[config.mk]
export PLATFORM = sky130hd
export DESIGN_NAME = led_bank_arbiter
export DESIGN_NICKNAME = d
export VERILOG_FILES = /design/src/rtl/led_bank_arbiter.sv
export SDC_FILE = /design/constraint.sdc
export NUM_CORES = 1
export LEC_CHECK = 0
export ABC_AREA = 1
export BUFFER_PORTS_ARGS = -buffer_cell sky130_fd_sc_hd__buf_2
export CAP_MARGIN = 20
export CORE_UTILIZATION = 35
export DETAILED_ROUTE_END_ITERATION = 7
export SETUP_SLACK_MARGIN = 0.02
export SLEW_MARGIN = 20
export SYNTH_ARGS = -nofsm -noshare
export SYNTH_HDL_FRONTEND = slang
export SYNTH_SLANG_ARGS = --single-unit
[constraint.sdc]
create_clock -name clk -period 4.37 [get_ports clk]
set_input_delay 0.437 -clock clk [delete_from_list [all_inputs] [get_ports clk]]
set_output_delay 0.437 -clock clk [all_outputs]
set_load 0.05 [all_outputs]
[src/rtl/led_bank_arbiter.sv]
// Round-robin owner of the 5-LED bank: a requester keeps the bank for a minimum
// hold window, then yields to contenders through a single idle cycle.
module led_bank_arbiter #(
  parameter int         NUM_REQ      = 3,
  parameter int         HOLD_CNT     = 5_000_000,
  parameter logic [4:0] IDLE_PATTERN = 5'b00000
) (
  input  logic                 clk,
  input  logic                 rst,
  input  logic [NUM_REQ-1:0]   req,
  input  logic [5*NUM_REQ-1:0] pattern_in,
  output logic [NUM_REQ-1:0]   gnt,
  output logic [4:0]           LED,
  output logic [4:0]           LED_en,
  output logic                 busy
);

  localparam int               CNT_W      = $clog2(HOLD_CNT + 1);
  localparam int               HOLD_LAST  = (HOLD_CNT >= 2) ? HOLD_CNT - 2 : 0;
  localparam logic [CNT_W-1:0] CNT_EXPIRE = CNT_W'(HOLD_LAST);
  localparam logic [1:0]       LAST_RST   = 2'(NUM_REQ - 1);

  typedef enum logic [1:0] {
    S_IDLE,
    S_HOLD,
    S_SHARE
  } state_e;

  state_e             state_q, state_d;
  logic [1:0]         owner_q, owner_d;
  logic [1:0]         last_q, last_d;
  logic [CNT_W-1:0]   cnt_q, cnt_d;
  logic [NUM_REQ-1:0] gnt_q, gnt_d;
  logic [4:0]         led_q, led_d;
  logic [4:0]         led_en_q, led_en_d;
  logic               busy_q, busy_d;

  // Pad to the 4-requester maximum so 2-bit indices are always in range.
  logic [3:0]  req_pad;
  logic [19:0] pat_pad;
  logic [4:0]  owner_bit;
  logic        owner_req;
  logic        others_req;
  logic        found;
  logic [1:0]  sel;
  logic [2:0]  cand;

  function automatic logic [NUM_REQ-1:0] onehot(input logic [1:0] idx);
    logic [3:0] v;
    v = 4'b0001 << idx;
    return v[NUM_REQ-1:0];
  endfunction

  assign req_pad    = 4'(req);
  assign pat_pad    = 20'(pattern_in);
  assign owner_bit  = 5'(owner_q) * 5'd5;
  assign owner_req  = |(req & gnt_q);
  assign others_req = |(req & ~gnt_q);

  // First requester at or after last+1, wrapping at NUM_REQ.
  always_comb begin
    found = 1'b0;
    sel   = '0;
    cand  = '0;
    for (int k = 1; k <= NUM_REQ; k++) begin
      cand = {1'b0, last_q} + 3'(k);
      if (cand >= 3'(NUM_REQ)) cand = cand - 3'(NUM_REQ);
      if (!found && req_pad[cand[1:0]]) begin
        found = 1'b1;
        sel   = cand[1:0];
      end
    end
  end

  always_ff @(posedge clk) begin
    if (rst) begin
      state_q  <= S_IDLE;
      owner_q  <= '0;
      last_q   <= LAST_RST;
      cnt_q    <= '0;
      gnt_q    <= '0;
      led_q    <= 5'b00000;
      led_en_q <= 5'b00000;
      busy_q   <= 1'b0;
    end else begin
      state_q  <= state_d;
      owner_q  <= owner_d;
      last_q   <= last_d;
      cnt_q    <= cnt_d;
      gnt_q    <= gnt_d;
      led_q    <= led_d;
      led_en_q <= led_en_d;
      busy_q   <= busy_d;
    end
  end

  // The counter holds the number of completed hold cycles; leaving HOLD on the
  // edge that completes HOLD_CNT-1 lets a contender's preemption land exactly
  // HOLD_CNT cycles after the grant edge.
  always_comb begin
    state_d = state_q;
    owner_d = owner_q;
    last_d  = last_q;
    cnt_d   = cnt_q;
    gnt_d   = gnt_q;
    case (state_q)
      S_IDLE: begin
        gnt_d = '0;
        if (found) begin
          owner_d = sel;
          last_d  = sel;
          gnt_d   = onehot(sel);
          cnt_d   = '0;
          state_d = (HOLD_CNT <= 1) ? S_SHARE : S_HOLD;
        end
      end
      S_HOLD: begin
        cnt_d = cnt_q + CNT_W'(1);
        if (!owner_req) begin
          gnt_d   = '0;
          state_d = S_IDLE;
        end else if (cnt_q == CNT_EXPIRE) begin
          state_d = S_SHARE;
        end
      end
      S_SHARE: begin
        if (!owner_req || others_req) begin
          gnt_d   = '0;
          state_d = S_IDLE;
        end
      end
      default: begin
        gnt_d   = '0;
        state_d = S_IDLE;
      end
    endcase
  end

  // LED follows the registered grant, so it trails gnt by one cycle.
  always_comb begin
    led_d    = (gnt_q != '0) ? pat_pad[owner_bit +: 5] : IDLE_PATTERN;
    led_en_d = 5'b11111;
    busy_d   = |gnt_d;
  end

  always_comb begin
    gnt    = gnt_q;
    LED    = led_q;
    LED_en = led_en_q;
    busy   = busy_q;
  end

endmodule
; Word-level counts from Yosys, hierarchy flattened
; Cells that the tools add are included.
[word_totals]
regBits = 43
inputBits = 20
word_cells = 77
[classes]
n_addsub = 7
mul = 1
order_cmp = 6
n_eq_ne = 6
shifts = 2
n_mux = 27
bitwise = 4
reduce_logical = 16
[ops]
columns = cell, count
row1 = 23-bit one-hot mux with 2 select lines, 1
row2 = 23-bit by 1-bit adder with 23-bit output (second input constant), 1
row3 = 23-bit == test (second input constant), 1
row4 = 23-bit two-way mux, 1
row5 = 2-bit two-way mux, 10
row6 = 20-bit by 6-bit variable part select with 5-bit output, 1
row7 = 3-bit by 2-bit greater-or-equal comparator with 1-bit output (second input constant), 3
row8 = 2-bit by 3-bit < comparator with 1-bit output (second input constant), 3
row9 = 3-bit two-way mux, 3
row10 = 3-bit one-hot mux with 3 select lines, 1
row11 = 3-bit OR reduction, 3
row12 = 2-bit by 2-bit adder with 3-bit output (second input constant), 2
row13 = 3-bit AND, 2
row14 = 1-bit binary-select mux with 2-bit select, 3
row15 = 1-bit two-way mux, 6
row16 = 2-bit one-hot mux with 3 select lines, 1
row17 = 2-bit subtractor (second input constant), 3
row18 = 2-bit by 3-bit multiplier with 5-bit output (second input constant), 1
row19 = 5-bit two-way mux, 1
row20 = 2-bit != test (second input constant), 2
row21 = 2-bit AND reduction, 2
row22 = 2-bit by 1-bit adder with 3-bit output (second input constant), 1
row23 = 1-bit zero test, 3
row24 = 3-bit != test (second input constant), 1
row25 = other kinds (12), 13

; Logic depth before layout (Yosys ltp)
[depth]
depth_word = 16
ltp_mapped = 16

; Least setup slack after synthesis
; No wires, ideal clock.
[synth_path]
path_kind = register -> register
startpoint = register, netlist name owner_q[0]
endpoint = register cnt_q[16]
setup_ns = 0.069
t_arrival_ns = 1.887
required_time_ns = 4.301
path_slack_ns = 2.414
stages_incl_launch_ff = 15
n_path_buf = 3
path_cell_list = dfxtp_1 > buf_6 > inv_6 > ha_1 > buf_6 > nand2_1 > nand3_2 > nand2_2 > nand2_2 > o21ai_4 > nand2_4 > inv_6 > buf_12 > nand2_2 > a21oi_2
[synth_lines]
columns = element, line_no
row1 = to (signal assigned), 89  ; cnt_q <= cnt_d;
row2 = to (decl), 32  ; logic [CNT_W-1:0] cnt_q, cnt_d;

==> flow_metrics.py <==
metrics = {
    "run_status": {
        "status": "complete, but fails checks",
        "violations": "DRC",
    },
    "synthesis": {
        "synth_edf_count": 0,
        "yosys_warnings": 0,
        "synth.most_common_cell": "nand2_1",
        "netlist.area_leader.share": 0.321,
        "synthTopCellsByCount": "82 x nand2_1, 45 x nor2_1, 41 x inv_1",
        "yosysTopAreaCell": "dfxtp_1",
        "ys_top_cells_by_area": "dfxtp_1 32%, nand2_1 13%, nand3_1 7.8%",
        "ys_types": 34,
        "synth-seq-area-share": 0.321,
        "synth_seq_cells": 38,
        "synth_fp_nets": 388,
        "syn-instance-count": 363,
        "syn-cell-area_um2": 2370,
        "avgSynthCellArea_um2": 6.54,
        "async_flop_share": 0,
        "synth_flop_cell": "dfxtp_1",
    },
    "critical_path": {
        "startpoint_type": "flip-flop",
        "r2r_setup_slack_ns": 1.96,
        "crit_type": "reg -> reg",
        "arrival_ns": 2.59,
        "critPathMaxFanout": 11,
        "end_kind": "flip-flop",
        "cp.required_ns": 4.55,
    },
    "clock_tree": {
        "root_buffer": "clkbuf_8",
        "cts-resized-gates": 0,
        "cts_tree": "done",
        "cts_buffer_depth": 2,
        "clkTransAtPathRegs_ns": 0.08,
        "clock_latency_ns": 0.30,
        "cts_hold_buf": 0,
        "cts_num_sinks": 38,
        "cts_max_level": 2,
        "post-cts-setup-buffers": 0,
        "cts_buffers": 5,
    },
    "timing": {
        "worstMarginPinSlew_ns": 0.775,
        "rsz0062_at_grt": "no",
        "finalCriticalPeriod_ns": 2.41,
        "finalHoldViolations": 0,
        "skew_ns": 0.00862,
        "fin_ws_ns": 1.96,
        "finalSetupViolations": 0,
        "finalSetupTns_ns": 0,
        "fmax_ghz": 0.414,
        "post-route-period-util": 0.552,
        "slew_headroom": 0.479,
        "drv_slew": 0,
    },
    "detailed_routing": {
        "wl_per_cell_um": 11.9,
        "drt_iter0_markers": 170,
        "first_pass_iters": 7,
        "viasPerCell": 4.96,
        "wl_um": 5570,
        "antenna_left": 0,
        "drc": 12,
        "vias": 2331,
    },
    "power": {
        "ir_worst_vdd_mv": 0.198,
        "switching_power_uw": 724,
        "p_sw_frac": 0.462,
        "p_per_area_nw_per_um2": 583,
        "p_int_uw": 841,
        "combPwrFrac": 0.483,
        "power_leakage_uw": 0.00114,
        "p_clk_frac": 0.230,
        "finalPower_uw": 1560,
        "pwr-share-seq": 0.287,
    },
    "placed_design": {
        "dp_hpwl_um": 4270,
        "port_buffers": 33,
        "gp_congestion": 0.897,
        "pre_cts_ws_ns": 1.99,
        "place_inst": 462,
    },
    "layout": {
        "layout.cells.non_filler": 470,
        "fill_cells": 691,
        "drive_above_1_share": 0.165,
        "area_growth_pct": 13.2,
        "final_util": 0.416,
        "n_antenna_cell": 0,
        "final_nets": 417,
    },
    "die": {
        "ios": 34,
        "std_cell_rows": 29,
        "dieHeight_um": 84.3,
        "die_area_um2": 7110,
        "start_util": 0.367,
        "core_um2": 6460,
        "die_w_um": 84.3,
    },
    "global_route": {
        "grt_pass1_wl_um": 9600,
        "antenna_found_initial": 0,
        "grt_pass1_vias": 2032,
        "track_usage": 0.167,
        "grt-ovfl-total": 0,
        "grt_max_degree": 22,
    },
    "hold_path": {
        "min_path_type": "in -> reg",
    },
    "run": {
        "maxCapViolCount": 0,
    },
}
placed cells by master, fill, tap and decap left out, types with 2 or more instances in the layout:
cell type  Yosys  final
nand2_1       82     82
nor2_1        45     45
inv_1         41     41
dfxtp_1       38     38
nand3_1       37     37
buf_2          2     33
a21oi_1       22     22
o21ai_0       16     16
nor3_1        15     15
nand2_2        9      9
nand4_1        6      6
a21oi_2        5      5
o22ai_1        5      5
xor2_1         5      5
ha_1           5      5
clkbuf_8       0      5
inv_6          2      2
nand2_4        2      2
nor3b_1        2      2
or2_2          2      2
a21o_1         2      2
bufinv_16      0      2
per-layer routing:
metal  vias up  GRT usage  share of wire
met5         -          0              0
li1       1233          -              -
met4         0     0.0478          0.011
met3         6     0.0354          0.055
met1      1030      0.234           0.51
met2        62      0.260           0.43
path summary, 6_finish.rpt:
check / startpoint / to / depth (start not counted)
hold reg to reg: cnt_q[7] / cnt_q[7] / 2
setup reg to reg: owner_q[0] / busy / 13
setup / recovery: owner_q[0] / busy / 13
hold / removal: pattern_in[14] / LED[4] / 3
stage by stage:
stage / hold slack, ns / cell area [um2]
after floorplan: 0.465 / 2370
after global placement: 0.482 / 2550
after detailed placement: 0.488 / 2550
after CTS: 0.370 / 2690
after global routing: 0.382 / 2690
final: 0.377 / 2690
critical path, stage by stage, from the launching register on:
cell and delay, ns:
dfxtp_1 0.61, inv_6 0.09, ha_1 0.46, inv_4 0.08, nand2_4 0.06, nand3_2 0.07
nand2_2 0.10, nand2_2 0.07, o21ai_4 0.21, inv_1 0.10, o21ai_0 0.17, nand2_1 0.09
nand2_1 0.09, nand3_1 0.08
power groups by stage:
| stage | logic [uW] | registers [uW] | clock network [uW] |
|---|---|---|---|
| 2_1_floorplan | 564 | 545 | 0 |
| 3_3_place_gp | 752 | 457 | 0 |
| 3_5_place_dp | 760 | 457 | 0 |
| 4_1_cts | 762 | 449 | 373 |
| 5_1_grt | 843 | 459 | 383 |
| 6_report | 756 | 449 | 360 |
state kept, by name, summed over array words and instances (netlist names):
signal	count
cnt_q	23
LED	5
gnt	3
owner_q	2
state_q	2
LED_en	1
busy	1
last_q	1
cell families (layout without fill, tap and decap cells):
logic type	count (synthesis)	after routing	share of synthesized area
buffers and inverters	57	87	0.116
DFF	38	38	0.321
and+or+nand+nor	203	203	0.381
adders and majority gates	5	5	0.0264
xor gates and xnor gates	6	6	0.0222
AOI/OAI and AO/OA	54	54	0.133
final cells by class:
type / instances / area [um2] / share of cell area
Clock inverter: 3 / 68.8 / 0.0256
Timing Repair Buffer: 34 / 173 / 0.0643
Tap cell: 77 / 96.3 / 0.0359
Sequential cell: 38 / 761 / 0.283
Clock buffer: 5 / 68.8 / 0.0256
Multi-Input combinational cell: 268 / 1340 / 0.498
Inverter: 45 / 181 / 0.0676
(Power assumes the default switching activity.)
